<file path="config.mk">
export PLATFORM = sky130hd
export DESIGN_NAME = tile_job_serializer
export DESIGN_NICKNAME = d
export VERILOG_FILES = /design/src/rtl/tile_job_serializer.sv
export SDC_FILE = /design/constraint.sdc
export NUM_CORES = 1
export LEC_CHECK = 0
export CAP_MARGIN = 20
export CORE_MARGIN = 1.5
export CORE_UTILIZATION = 40
export DETAILED_ROUTE_END_ITERATION = 16
export GPL_TIMING_DRIVEN = 1
export MAX_ROUTING_LAYER = met4
export PLACE_DENSITY = 0.67
export SYNTH_ARGS = -nofsm -noshare
export SYNTH_HDL_FRONTEND = slang
export SYNTH_SLANG_ARGS = --single-unit
</file>
<file path="constraint.sdc">
create_clock -name clock -period 2.62 [get_ports clock]
set_input_delay 0.262 -clock clock [delete_from_list [all_inputs] [get_ports clock]]
set_output_delay 0.262 -clock clock [all_outputs]
set_load 0.01 [all_outputs]
</file>
<file path="src/rtl/tile_job_serializer.sv">
// Parallel tile-job loader that serializes address, zoom and multi-limb c_real/c_imag
// into the solver's typed 32-bit word stream; counts completed jobs.
module tile_job_serializer #(
    parameter int unsigned LIMB_INDEX_BITS = 6,
    parameter int unsigned LIMB_SIZE_BITS  = 8,
    parameter int unsigned MAX_LIMBS       = 4
) (
    input  logic                                clock,
    input  logic                                reset,
    input  logic                                job_valid,
    output logic                                job_ready,
    input  logic [28:0]                         job_address,
    input  logic [28:0]                         job_zoom,
    input  logic [LIMB_INDEX_BITS-1:0]          job_num_limbs,
    input  logic [MAX_LIMBS*LIMB_SIZE_BITS-1:0] job_c_real,
    input  logic [MAX_LIMBS*LIMB_SIZE_BITS-1:0] job_c_imag,
    output logic                                out_valid,
    output logic [31:0]                         out_data,
    output logic                                out_end_of_stream,
    input  logic                                out_ready,
    output logic [15:0]                         jobs_sent
);

    localparam logic [2:0] IDLE = 3'd0;
    localparam logic [2:0] ADDR = 3'd1;
    localparam logic [2:0] ZOOM = 3'd2;
    localparam logic [2:0] REAL = 3'd3;
    localparam logic [2:0] IMAG = 3'd4;

    localparam int unsigned                 LW    = MAX_LIMBS * LIMB_SIZE_BITS;
    localparam logic [LIMB_INDEX_BITS-1:0] MAX_L = LIMB_INDEX_BITS'(MAX_LIMBS);
    localparam logic [LIMB_INDEX_BITS-1:0] ONE_L = LIMB_INDEX_BITS'(1);

    logic [2:0]                 state_q, state_d;
    logic [LIMB_INDEX_BITS-1:0] k_q, k_d;
    logic [LIMB_INDEX_BITS-1:0] nl_q, nl_d;
    logic [28:0]                addr_q, addr_d;
    logic [28:0]                zoom_q, zoom_d;
    logic [LW-1:0]              real_q, real_d;
    logic [LW-1:0]              imag_q, imag_d;
    logic [15:0]                jobs_sent_q, jobs_sent_d;

    logic                       last_limb;
    logic [LW-1:0]              limb_src;
    logic [LIMB_SIZE_BITS-1:0]  limb;

    assign last_limb = (k_q == nl_q - ONE_L);

    always_comb begin
        state_d     = state_q;
        k_d         = k_q;
        nl_d        = nl_q;
        addr_d      = addr_q;
        zoom_d      = zoom_q;
        real_d      = real_q;
        imag_d      = imag_q;
        jobs_sent_d = jobs_sent_q;
        case (state_q)
            IDLE: begin
                if (job_valid) begin
                    addr_d  = job_address;
                    zoom_d  = job_zoom;
                    real_d  = job_c_real;
                    imag_d  = job_c_imag;
                    // zero or oversized limb counts fall back to the full width
                    nl_d    = (job_num_limbs == '0 || job_num_limbs > MAX_L) ? MAX_L : job_num_limbs;
                    k_d     = '0;
                    state_d = ADDR;
                end
            end
            ADDR: if (out_ready) state_d = ZOOM;
            ZOOM: begin
                if (out_ready) begin
                    state_d = REAL;
                    k_d     = '0;
                end
            end
            REAL: begin
                if (out_ready) begin
                    if (last_limb) begin
                        state_d = IMAG;
                        k_d     = '0;
                    end else begin
                        k_d = k_q + ONE_L;
                    end
                end
            end
            IMAG: begin
                if (out_ready) begin
                    if (last_limb) begin
                        state_d     = IDLE;
                        k_d         = '0;
                        jobs_sent_d = jobs_sent_q + 16'd1;
                    end else begin
                        k_d = k_q + ONE_L;
                    end
                end
            end
            default: state_d = IDLE;
        endcase
    end

    always_comb begin
        limb_src = (state_q == IMAG) ? imag_q : real_q;
        limb     = '0;
        for (int unsigned i = 0; i < MAX_LIMBS; i++) begin
            if (k_q == LIMB_INDEX_BITS'(i)) limb = limb_src[i*LIMB_SIZE_BITS +: LIMB_SIZE_BITS];
        end
    end

    always_comb begin
        out_data = '0;
        case (state_q)
            ADDR:    out_data = {3'd0, addr_q};
            ZOOM:    out_data = {3'd1, zoom_q};
            REAL:    out_data = {3'd2, 29'(limb)};
            IMAG:    out_data = {3'd3, 29'(limb)};
            default: out_data = '0;
        endcase
    end

    assign job_ready         = (state_q == IDLE);
    assign out_valid         = (state_q != IDLE);
    assign out_end_of_stream = (state_q == IMAG) && last_limb;
    assign jobs_sent         = jobs_sent_q;

    always_ff @(posedge clock or negedge reset) begin
        if (!reset) begin
            state_q     <= IDLE;
            k_q         <= '0;
            nl_q        <= '0;
            addr_q      <= '0;
            zoom_q      <= '0;
            real_q      <= '0;
            imag_q      <= '0;
            jobs_sent_q <= '0;
        end else begin
            state_q     <= state_d;
            k_q         <= k_d;
            nl_q        <= nl_d;
            addr_q      <= addr_d;
            zoom_q      <= zoom_d;
            real_q      <= real_d;
            imag_q      <= imag_d;
            jobs_sent_q <= jobs_sent_d;
        end
    end

endmodule

</file>
Word-level counts from Yosys, hierarchy flattened
Index checks and enable logic that the tools add are counted.

cells by class
  multiplexer cells = 20
  reductions and logical operators = 12
  $lt $le $gt $ge = 1
  $add $sub $neg = 3
  eq/ne operators = 16

operator list
  operator               number
  $pmux 31 s4            1
  $mux 32                1
  $mux 8                 4
  $mux 6                 5
  $mux 3                 7
  $pmux 6 s3             1
  $add 16x1->16 const B  1
  $pmux 3 s5             1
  $ne 2x2->1 const B     7
  $eq 6x2->1 const B     2
  $logic_not 6->1        2
  $reduce_and 7->1       1
  $add 6x1->6 const B    1
  $eq 3x2->1 const B     2
  $eq 6x1->1 const B     1
  $eq 6x6->1             1
  $gt 6x3->1 const B     1
  $reduce_bool 3->1      2
  $sub 6x1->6 const B    1
  $reduce_and 4->1       1
  $eq 3x1->1 const B     1
  $eq 3x3->1 const B     1
  $logic_not 3->1        1
  $reduce_and 3->1       1
  other kinds (5)        5

word-level totals
  register bits = 153
  bits of input ports = 132
  output and inout port bits = 51
  word-level logic and storage cells = 60

Depth between registers and ports, before layout
Gate-level depths: netlist of run 1.

  depth in word-level cells = 7
  gate-level depth with buffers = 9
  gate-level depth less buffers = 8

Least setup slack after synthesis of run 1
OpenSTA, ideal clock, no wires.

  kind = register to output
  start = register state_q[2]
  end = output out_data[1]
  arrival time = 1,707 ps
  slack = 651 ps
  required time = 2,358 ps
  cell stages (with the launch flop) = 10
  path buffers = 3
  path through = dfrtp_1 buf_4 inv_2 or3_1 buf_6 buf_6 mux2i_1 o22ai_1 a22oi_1 o21ai_0

on the way
  longest elaborated chain between the ends = 7
  elaborated cells on any way between the ends = 10
  those cells by class = 4 x eq/ne; 6 x mux

RTL lines
  what                      line      RTL
  start: declaration        34        logic [2:0] state_q, state_d;
  start signal: assignment  138       state_q <= state_d;
  $eq 3x3->1                104, 113
  $mux 32                   104       limb_src = (state_q == IMAG) ? imag_q : real_q;
  $mux 8 (4 in series)      107       if (k_q == LIMB_INDEX_BITS'(i)) limb = limb_src[i*LIMB_SIZE_BITS +: LIMB_SIZE_BITS];
  $pmux 31 s4 (*)           113       case (state_q)
  end: declaration          18        output logic [31:0] out_data,

Every way passes the cells marked *; elsewhere a longest branch is shown, timed or not.

Final worst setup path of run 1
  start = register state_q[1]
  end = output out_data[30]

on the way
  longest elaborated chain between the ends = 2
  elaborated cells on any way between the ends = 5
  those cells by class = 4 x eq/ne; 1 x mux

RTL lines
  what                                      line
  $eq 3x3->1, or another cell as far along  113
  $pmux 31 s4 (*)                           113

Marks and branches as above.

==> metrics.txt, run 1 <==
status complete, no violations; area delta synth->final 40.41%; CP peak stage delay 0.57 ns; initial antenna violation count 0; CP Buf/Inv Count 3; WP data arrival 2.25 ns; dominant cell by count in the synthesized netlist nand2_1; Worst Hold Depth 3; largest area contributor in the netlist dfrtp_1; main area contributors after synthesis dfrtp_1 54%, nand2_1 20%, mux2i_1 4.5%; Root Driver clkbuf_16; Max Slew Vio Count 0; HP Class input pin to flop; ANT nets after route 0; R2R Path End jobs_sent[1]$_DFFE_PN0P_; Setup WS post-layout 0.1082 ns; Reg2Reg Setup Slack 0.46 ns; share of layout cells above drive strength 1 9.496%; Finished Core Util 57.86%; RR Startpoint k_q[2]$_DFFE_PN0P_; Synth Flop Type dfrtp_1; Final Setup Violations 0; Syn Inst Count 813; total leakage power 5.040 nW; first-pass GRT wire length 31890 µm; Least-Margin Pin Slew 0.6162 ns; #FFs+latches synth 153; initial core utilization 41.21%; width of the die 136.7 µm; Wirelength per Cell 15.81 µm; pin count of the biggest net entering global routing 91; # DRC 0; WS Path Type flop to output pin; crit-path cells or3_4, buf_4, o21ai_2, buf_6, clkdlybuf4s50_1; RSZ-0062 raised after global routing no; Die H 136.7 µm; total gr overflow 0; Post-synth EDFFs 0; via count 6060; fmax 398.1 MHz; Seq. cell area 0.003830 mm²; Final Hold Viols 0; CTS tree yes; Clk pin slew, worst setup/hold paths 0.07 ns; Worst Path Required 2.36 ns; maximum vdd drop 0.5859 mV; worst-path fanout max 15; CTS Buffer Depth 2; Avg Synthesized Cell Area 8.798 µm²; Distinct cells, synth 47; Die Area 0.01869 mm²; GRT Resource Usage Total 23.14%; HP Start job_address[16]; post-placement cell area 0.009301 mm²; Setup Slack @ Placement 0.03450 ns; routability cong. 0.8808; Slew HR 58.92%; Worst Skew 0.007952 ns; Top Family by Delay on Critical Path buffers and inverters; M1 GR Usage 28.08%; Yosys Warn Count 0; pwr dens 944.7 mW/mm²; total wire length 19550 µm; most frequent cells after synthesis 381 x nand2_1, 153 x dfrtp_1, 32 x mux2i_1; area of the multi-input gates 0.003148 mm²; Nets 1136; routed vias/inst 4.903; drt first pass iters 5; # fillers 1554; M3 GR Usage 6.852%; Async S/R FF share, synth 100.0%; H-Tree Depth 4; post-DP HPWL 13930 µm; top-area cell type share of the netlist area 53.52%; DR iter-0 viols 312; crit share post-route 95.87%; Max-cap violations 0; Synthesized Nets 951; critical path capture point type output pin; Post-Layout Inst Area 0.01004 mm²; global routing's busiest layer met2; antenna cells 0; cts bufs inserted 17; fin crit period 2.512 ns; FF-to-FF path depth 8; Buffers on Ports 181; met2 Usage GRT 36.93%; CP max stage cell clkdlybuf4s50_1; clk sinks 153; row count 48; Placeable Area 0.01736 mm²; Sum Neg Setup Slack 0 ns; Startpoint Class flop; cell area after synthesis 0.007153 mm²; IO Count 183; worst hold path endpoint addr_q[16]$_DFFE_PN0P_; Seq/Total Area, Yosys 53.52%; vias in the first global route 6290; worst-skew pair later-pin latency 0.42 ns
[worst max path at each step]
| stage | from | slack, ns | endpoint | depth (start not counted) |
|---|---|---|---|---|
| 4_1_cts | state_q[2]$_DFFE_PN0P_ | -0.01 | out_data[1] | 8 |
| 6_report | state_q[1]$_DFFE_PN0P_ | 0.11 | out_data[30] | 5 |
| 2_1_floorplan | state_q[2]$_DFFE_PN0P_ | 0.65 | out_data[1] | 9 |
| 3_3_place_gp | state_q[2]$_DFFE_PN0P_ | 0.07 | out_data[6] | 8 |
| 5_1_grt | state_q[2]$_DFFE_PN0P_ | 0.008 | out_data[13] | 6 |
| 3_5_place_dp | state_q[2]$_DFFE_PN0P_ | 0.03 | out_data[6] | 8 |
[worst register-to-register path, delay by kind of cell (launching register included)]
family                 cells  cell delay (ns)
AO/OA/AOI/OAI              1             0.28
multiplexers               1             0.31
flip-flops                 1             0.40
AND/OR/NAND/NOR            3             0.52
buffers and inverters      2             0.40
XOR/XNOR                   1             0.14
[area by class of cell]
class	instances	share of cell area, %
well taps	225	2.803
inverters	16	0.5980
flip-flops and latches	153	38.13
multi-input cells	598	31.34
clock inverters	13	1.420
clock buffers	19	4.410
repair buffers	212	21.29
[flip-flops by register name, summed over array words and instances, names as in the netlist]
| name | flops |
|---|---|
| addr_q | 29 |
| zoom_q | 29 |
| nl_q | 6 |
| imag_q | 32 |
| state_q | 3 |
| jobs_sent | 16 |
| k_q | 6 |
| real_q | 32 |
[where the power goes]
group / internal [mW] / switching (mW)
clock network: 1.44 / 1.01
logic: 1.42 / 1.53
registers: 3.37 / 0.729
[placed cells by master, fill, tap and decap left out, types with 5 or more instances in the layout]
cell               n
clkbuf_16         17
ha_1               6
o22ai_1           18
nor2_1            14
mux2i_1           30
dfrtp_1          152
xnor2_1           10
clkdlybuf4s50_1  166
buf_12             7
a22oi_2            5
inv_1             15
dlymetal6s2s_1     6
a22o_1            21
xor2_1            13
a22oi_1           11
nand3_1            7
nor3_1             6
nand2_1          378
buf_4             20
o21ai_0            7
o21ai_1            7
[cell families (layout without fill, tap and decap cells)]
family	after synthesis	in the layout	synth area share, %
mux	33	33	4.688
other cells	1	1	0.05242
fa+ha+maj	6	6	1.049
buf+inv	62	260	3.831
simple gates	450	450	25.64
flops	153	153	53.52
xor+xnor	23	23	2.816
compound gates	85	85	8.396
[layer usage]
layer | wire [µm] | part of all wire (%)
met3 | 1237 | 6.3
met5 | 0 | 0
met4 | 340 | 1.7
met2 | 9397 | 48
met1 | 8572 | 44
[per-stage QoR]
stage,total power [mW],cells,hold WS [ns]
global placement,6.927,1197,0.2912
floorplan,5.629,813,-0.03359
global route,10.17,1236,0.3500
finish,9.488,1236,0.3568
detailed placement,6.980,1197,0.2913
CTS,9.491,1234,0.3382
[what timing repair did]
action                                 in CTS  in global routing
setup endpoints to repair                   9                 31
endpoints found under the hold margin      61                  0
setup buffers                               3                  2
hold buffers                                1                  0
cloned                                      1                  0
pin swaps                                  10                  4
resized for setup                          39                 24
No activity file was read; power rests on OpenSTA's default activity.
==> run 2, diff against run 1 <==
==> constraint.sdc (replaced) <==
create_clock -name clock -period 2.65 [get_ports clock]
set_input_delay 0.265 -clock clock [delete_from_list [all_inputs] [get_ports clock]]
set_output_delay 0.265 -clock clock [all_outputs]
set_load 0.01 [all_outputs]
==> metrics.txt, run 2 (synthesized netlist as in run 1, its figures left out) <==
status complete, no violations (unchanged); final hold slack 0.3612 ns (was 0.3568 ns); Least-Margin Pin Slew 0.6720 ns (was 0.6162 ns); total gr overflow 0 (unchanged); ANT nets after route 0 (unchanged); fmax 389.0 MHz; cts bufs inserted 17 (unchanged); IO Count 183 (unchanged); initial core utilization 41.21% (unchanged); Final Setup Violations 0 (unchanged); RR Startpoint k_q[2]$_DFFE_PN0P_ (unchanged); crit share post-route 97.01%; worst hold path endpoint addr_q[16]$_DFFE_PN0P_ (unchanged); Final Hold Viols 0 (unchanged); HP Start job_address[16] (unchanged); most frequent cells in the layout 378 x nand2_1, 166 x clkdlybuf4s50_1, 153 x dfrtp_1, 28 x mux2i_1, 21 x a22o_1 (was 378 x nand2_1, 166 x clkdlybuf4s50_1, 152 x dfrtp_1, 30 x mux2i_1, 21 x a22o_1); share of layout cells above drive strength 1 9.325% (was 9.496%); width of the die 136.7 µm (unchanged); routed vias/inst 4.981 (was 4.903); fin crit period 2.571 ns; row count 48 (unchanged); GRT Resource Usage Total 23.10% (was 23.14%); Worst Hold Depth 3 (unchanged); initial antenna violation count 0 (unchanged); FF-to-FF path depth 8 (unchanged); area delta synth->final 40.69% (was 40.41%); Max-cap violations 0 (unchanged); CTS Buffer Depth 2 (unchanged); Post-Layout Inst Area 0.01006 mm² (was 0.01004 mm²); Die H 136.7 µm (unchanged); Worst Path Required 2.38 ns (was 2.36 ns); Top Registers imag_q: 32 flops, real_q: 32 flops (unchanged); Wirelength per Cell 16.01 µm (was 15.81 µm); overall power 9.414 mW (was 9.488 mW); clk sinks 153 (unchanged); H-Tree Depth 4 (unchanged); maximum vdd drop 0.5376 mV (was 0.5859 mV); DR iter-0 viols 370 (was 312); total leakage power 5.011 nW (was 5.040 nW); WP data arrival 2.31 ns (was 2.25 ns); worst-skew pair later-pin latency 0.42 ns (about the same); Max Slew Vio Count 0 (unchanged); critical path capture point type output pin (unchanged); first-pass GRT wire length 32040 µm (was 31890 µm); total wire length 19740 µm (was 19550 µm); # DRC 0 (unchanged); R2R Path End jobs_sent[1]$_DFFE_PN0P_ (unchanged); via count 6141 (was 6060); vias in the first global route 6245 (was 6290); Placeable Area 0.01736 mm² (unchanged); commonest non-fill, non-tap cell in the layout nand2_1 (unchanged); post-DP HPWL 13710 µm (was 13930 µm); routability cong. 0.8827 (was 0.8808); Startpoint Class flop (unchanged); drt first pass iters 4 (was 5); Die Area 0.01869 mm² (unchanged); # fillers 1535 (was 1554); pin count of the biggest net entering global routing 97 (was 91); post-placement cell area 0.009254 mm² (was 0.009301 mm²); RSZ-0062 raised after global routing yes (was no); worst-path fanout max 7 (was 15); Nets 1133 (was 1136); Buffers on Ports 181 (unchanged); Root Driver clkbuf_16 (unchanged); antenna cells 0 (unchanged); Sum Neg Setup Slack 0 ns (unchanged); Finished Core Util 57.98% (was 57.86%); Clk pin slew, worst setup/hold paths 0.06 ns (was 0.07 ns); Reg2Reg Setup Slack 0.52 ns (was 0.46 ns); HP Class input pin to flop (unchanged); Slew HR 55.20% (was 58.92%); Worst Skew 0.006671 ns (was 0.007952 ns); CTS tree yes (unchanged); WS Path Type flop to output pin (unchanged); pwr dens 935.4 mW/mm² (was 944.7 mW/mm²)
run 2: cell count changes in the layout (fill, tap and decap cells not counted), sizes merged:
| cell | delta |
|---|---|
| buf | -2 |
| clkbuf | -1 |
| clkdlybuf4s15 | +1 |
| clkinv | -2 |
| clkinvlp | +1 |
| dlygate4sd2 | +1 |
| dlymetal6s2s | -1 |
run 2: worst max-delay path, stage by stage (launching register included):
cell and delay (ns):
dfrtp_1 0.36, inv_2 0.06, or3_4 0.43, clkbuf_16 0.19, mux2i_1 0.19, o22ai_1 0.12, a22oi_1 0.23, o21ai_1 0.14
buf_2 0.16
run 2: final cells by class:
cell class                 instances  area [µm²]  area share [%]
clock buffer                      20       446.7           4.439
clock inverter                    12       142.6           1.417
multi-input combinational        598        3189           31.69
sequential                       153        3829           38.05
timing repair buffer             209        2115           21.01
tap                              225       281.5           2.797
inverter                          16       60.06          0.5968
run 2: power breakdown:
| part | internal (mW) | switching, mW |
|---|---|---|
| Sequential | 3.33 | 0.744 |
| Clock | 1.43 | 0.986 |
| Combinational | 1.40 | 1.53 |
run 2: through the flow:
step | worst slack [ns] | std cells
finish | 0.07933 | 1233
global route | -0.04283 | 1233
CTS | 0.002053 | 1230
detailed placement | 0.03452 | 1194
global placement | 0.07382 | 1194
floorplan | 0.6781 | 813
run 2: repair_timing:
item                       in CTS  in global routing
buffers inserted                2                  2
pin swaps                      10                  6
resized for setup              45                 27
hold buffers                    1                  0
cloned                          1                  1
hold endpoints to repair       65                  0
setup endpoints to repair      31                 30
run 2: worst max path at each step:
stage | from | to | depth (start not counted)
floorplan | state_q[2]$_DFFE_PN0P_ | out_data[1] | 9
global placement | k_q[4]$_DFFE_PN0P_ | out_data[6] | 6
detailed placement | k_q[4]$_DFFE_PN0P_ | out_data[6] | 6
CTS | state_q[2]$_DFFE_PN0P_ | out_data[4] | 8
global route | state_q[2]$_DFFE_PN0P_ | out_data[3] | 9
finish | state_q[2]$_DFFE_PN0P_ | out_data[1] | 8
run 2: metal layers:
layer	GRT usage (%)	vias to the layer above	routed length [µm]	part of all wire, %
met2	35.43	194	9219	47
met1	28.64	2898	8374	42
met5	-	-	0	0
met4	8.333	0	574	2.9
li1	-	3011	-	-
met3	7.444	38	1567	7.9
==> variant (flow settings as in run 2) <==
The parameter `MAX_LIMBS` goes from 4 to 2.
--- a/src/rtl/tile_job_serializer.sv
+++ b/src/rtl/tile_job_serializer.sv
@@ -4,5 +4,5 @@
     parameter int unsigned LIMB_INDEX_BITS = 6,
     parameter int unsigned LIMB_SIZE_BITS  = 8,
-    parameter int unsigned MAX_LIMBS       = 4
+    parameter int unsigned MAX_LIMBS       = 2
 ) (
     input  logic                                clock,
Interface: changed (resized job_c_imag and job_c_real); port bits go from 183 to 151. No check against the original RTL was run, so the function may have changed too.
==> variant against run 2 <==
- design area shrank 19%
- sequential cell count shrank 32
- synthesized cell count shrank 46%
- combinational power grew 7.2%
- wire length shrank 29%
- hold slack gained 0.069 ns
- worst setup slack gained 0.0036 ns
- sequential share of layout area shrank 1.1 points
- clock skew grew 0.00051 ns
- cell count shrank 35%
- non-clock buffer count shrank 28
- total power shrank 9.1%
- area after synthesis shrank 22%
- critical path type unchanged
==> variant: results (changes against run 2) <==
| Metric | Value |
|---|---|
| Status | finished clean |
| Clk. pwr | 0.00245 W (+2%) |
| Clock network area share | 7.80% (+1.9 points) |
| Multi-input gate share of the layout cell area | 30.4% (-1.3 points) |
| Final Cell Area | 8200 µm² (-19%) |
| Number of global-route vias before repair | 4,458 (-29%) |
| Non-Filler Instances | 806 (-35%) |
| Rel. slew slack | 32.6% (-23 points) |
| Largest net degree at the start of global routing | 52 (-46%) |
| Grt met2 use | 33.2% (-2.2 points) |
| Multi-input gates | 286 (-52%) |
| Setup Skew | 0.00718 ns (+0.000512 ns) |
| Placed Instances | 765 (-36%) |
| Hold_ws | 0.431 ns (+0.0695 ns) |
| Post-CTS Setup Bufs | 5 (+3) |
| Number of clock-tree buffers in the layout | 21 (+5.0%) |
| First-pass GRT wire length | 22,100 µm (-31%) |
| Slowest cell on crit path | or4_4 |
| Fill cells | 1,128 (-27%) |
| R2R Setup Slk | 0.10 ns (-0.42 ns) |
| Routing usage on met3 | 6.86% (-0.58 points) |
| Non-CTS buffers | 181 (-13%) |
| Fin nets | 718 (-37%) |
| Total GRT Usage | 20.3% (-2.8 points) |
| Worst-path fanout max | 3 (-4) |
| Critical Path End | out_end_of_stream |
| Top post-synthesis cells by area | dfrtp_1, mux2_2, a22o_1 |
| Switch Pwr | 0.00261 W (-20%) |
==> variant: cell types whose count changed after synthesis, moves of 8 or more <==
cell,before,now
a22o_1,21,37
nand2_1,381,26
nor2_1,16,5
dfrtp_1,153,121
mux2_2,0,92
inv_1,15,6
a22oi_1,16,1
a222oi_1,0,8
mux2i_1,32,0
nor4_1,2,12
xnor2_1,10,2
o22ai_1,19,2
==> variant: metal layers <==
| layer | part of all wire [%] | wire length (µm) |
|---|---|---|
| met2 | 51 | 7160 |
| met5 | 0 | 0 |
| met1 | 41 | 5780 |
| met4 | 1.8 | 246 |
| met3 | 5.8 | 818 |
==> variant: logic make-up after synthesis <==
family / share of synthesized area (%)
XOR/XNOR: 3.43
other: 0.0668
adder cells (fa/ha/maj): 1.11
AO/OA/AOI/OAI: 9.49
flip-flops: 53.9
AND/OR/NAND/NOR: 10.7
buffers and inverters: 2.81
multiplexers: 18.5
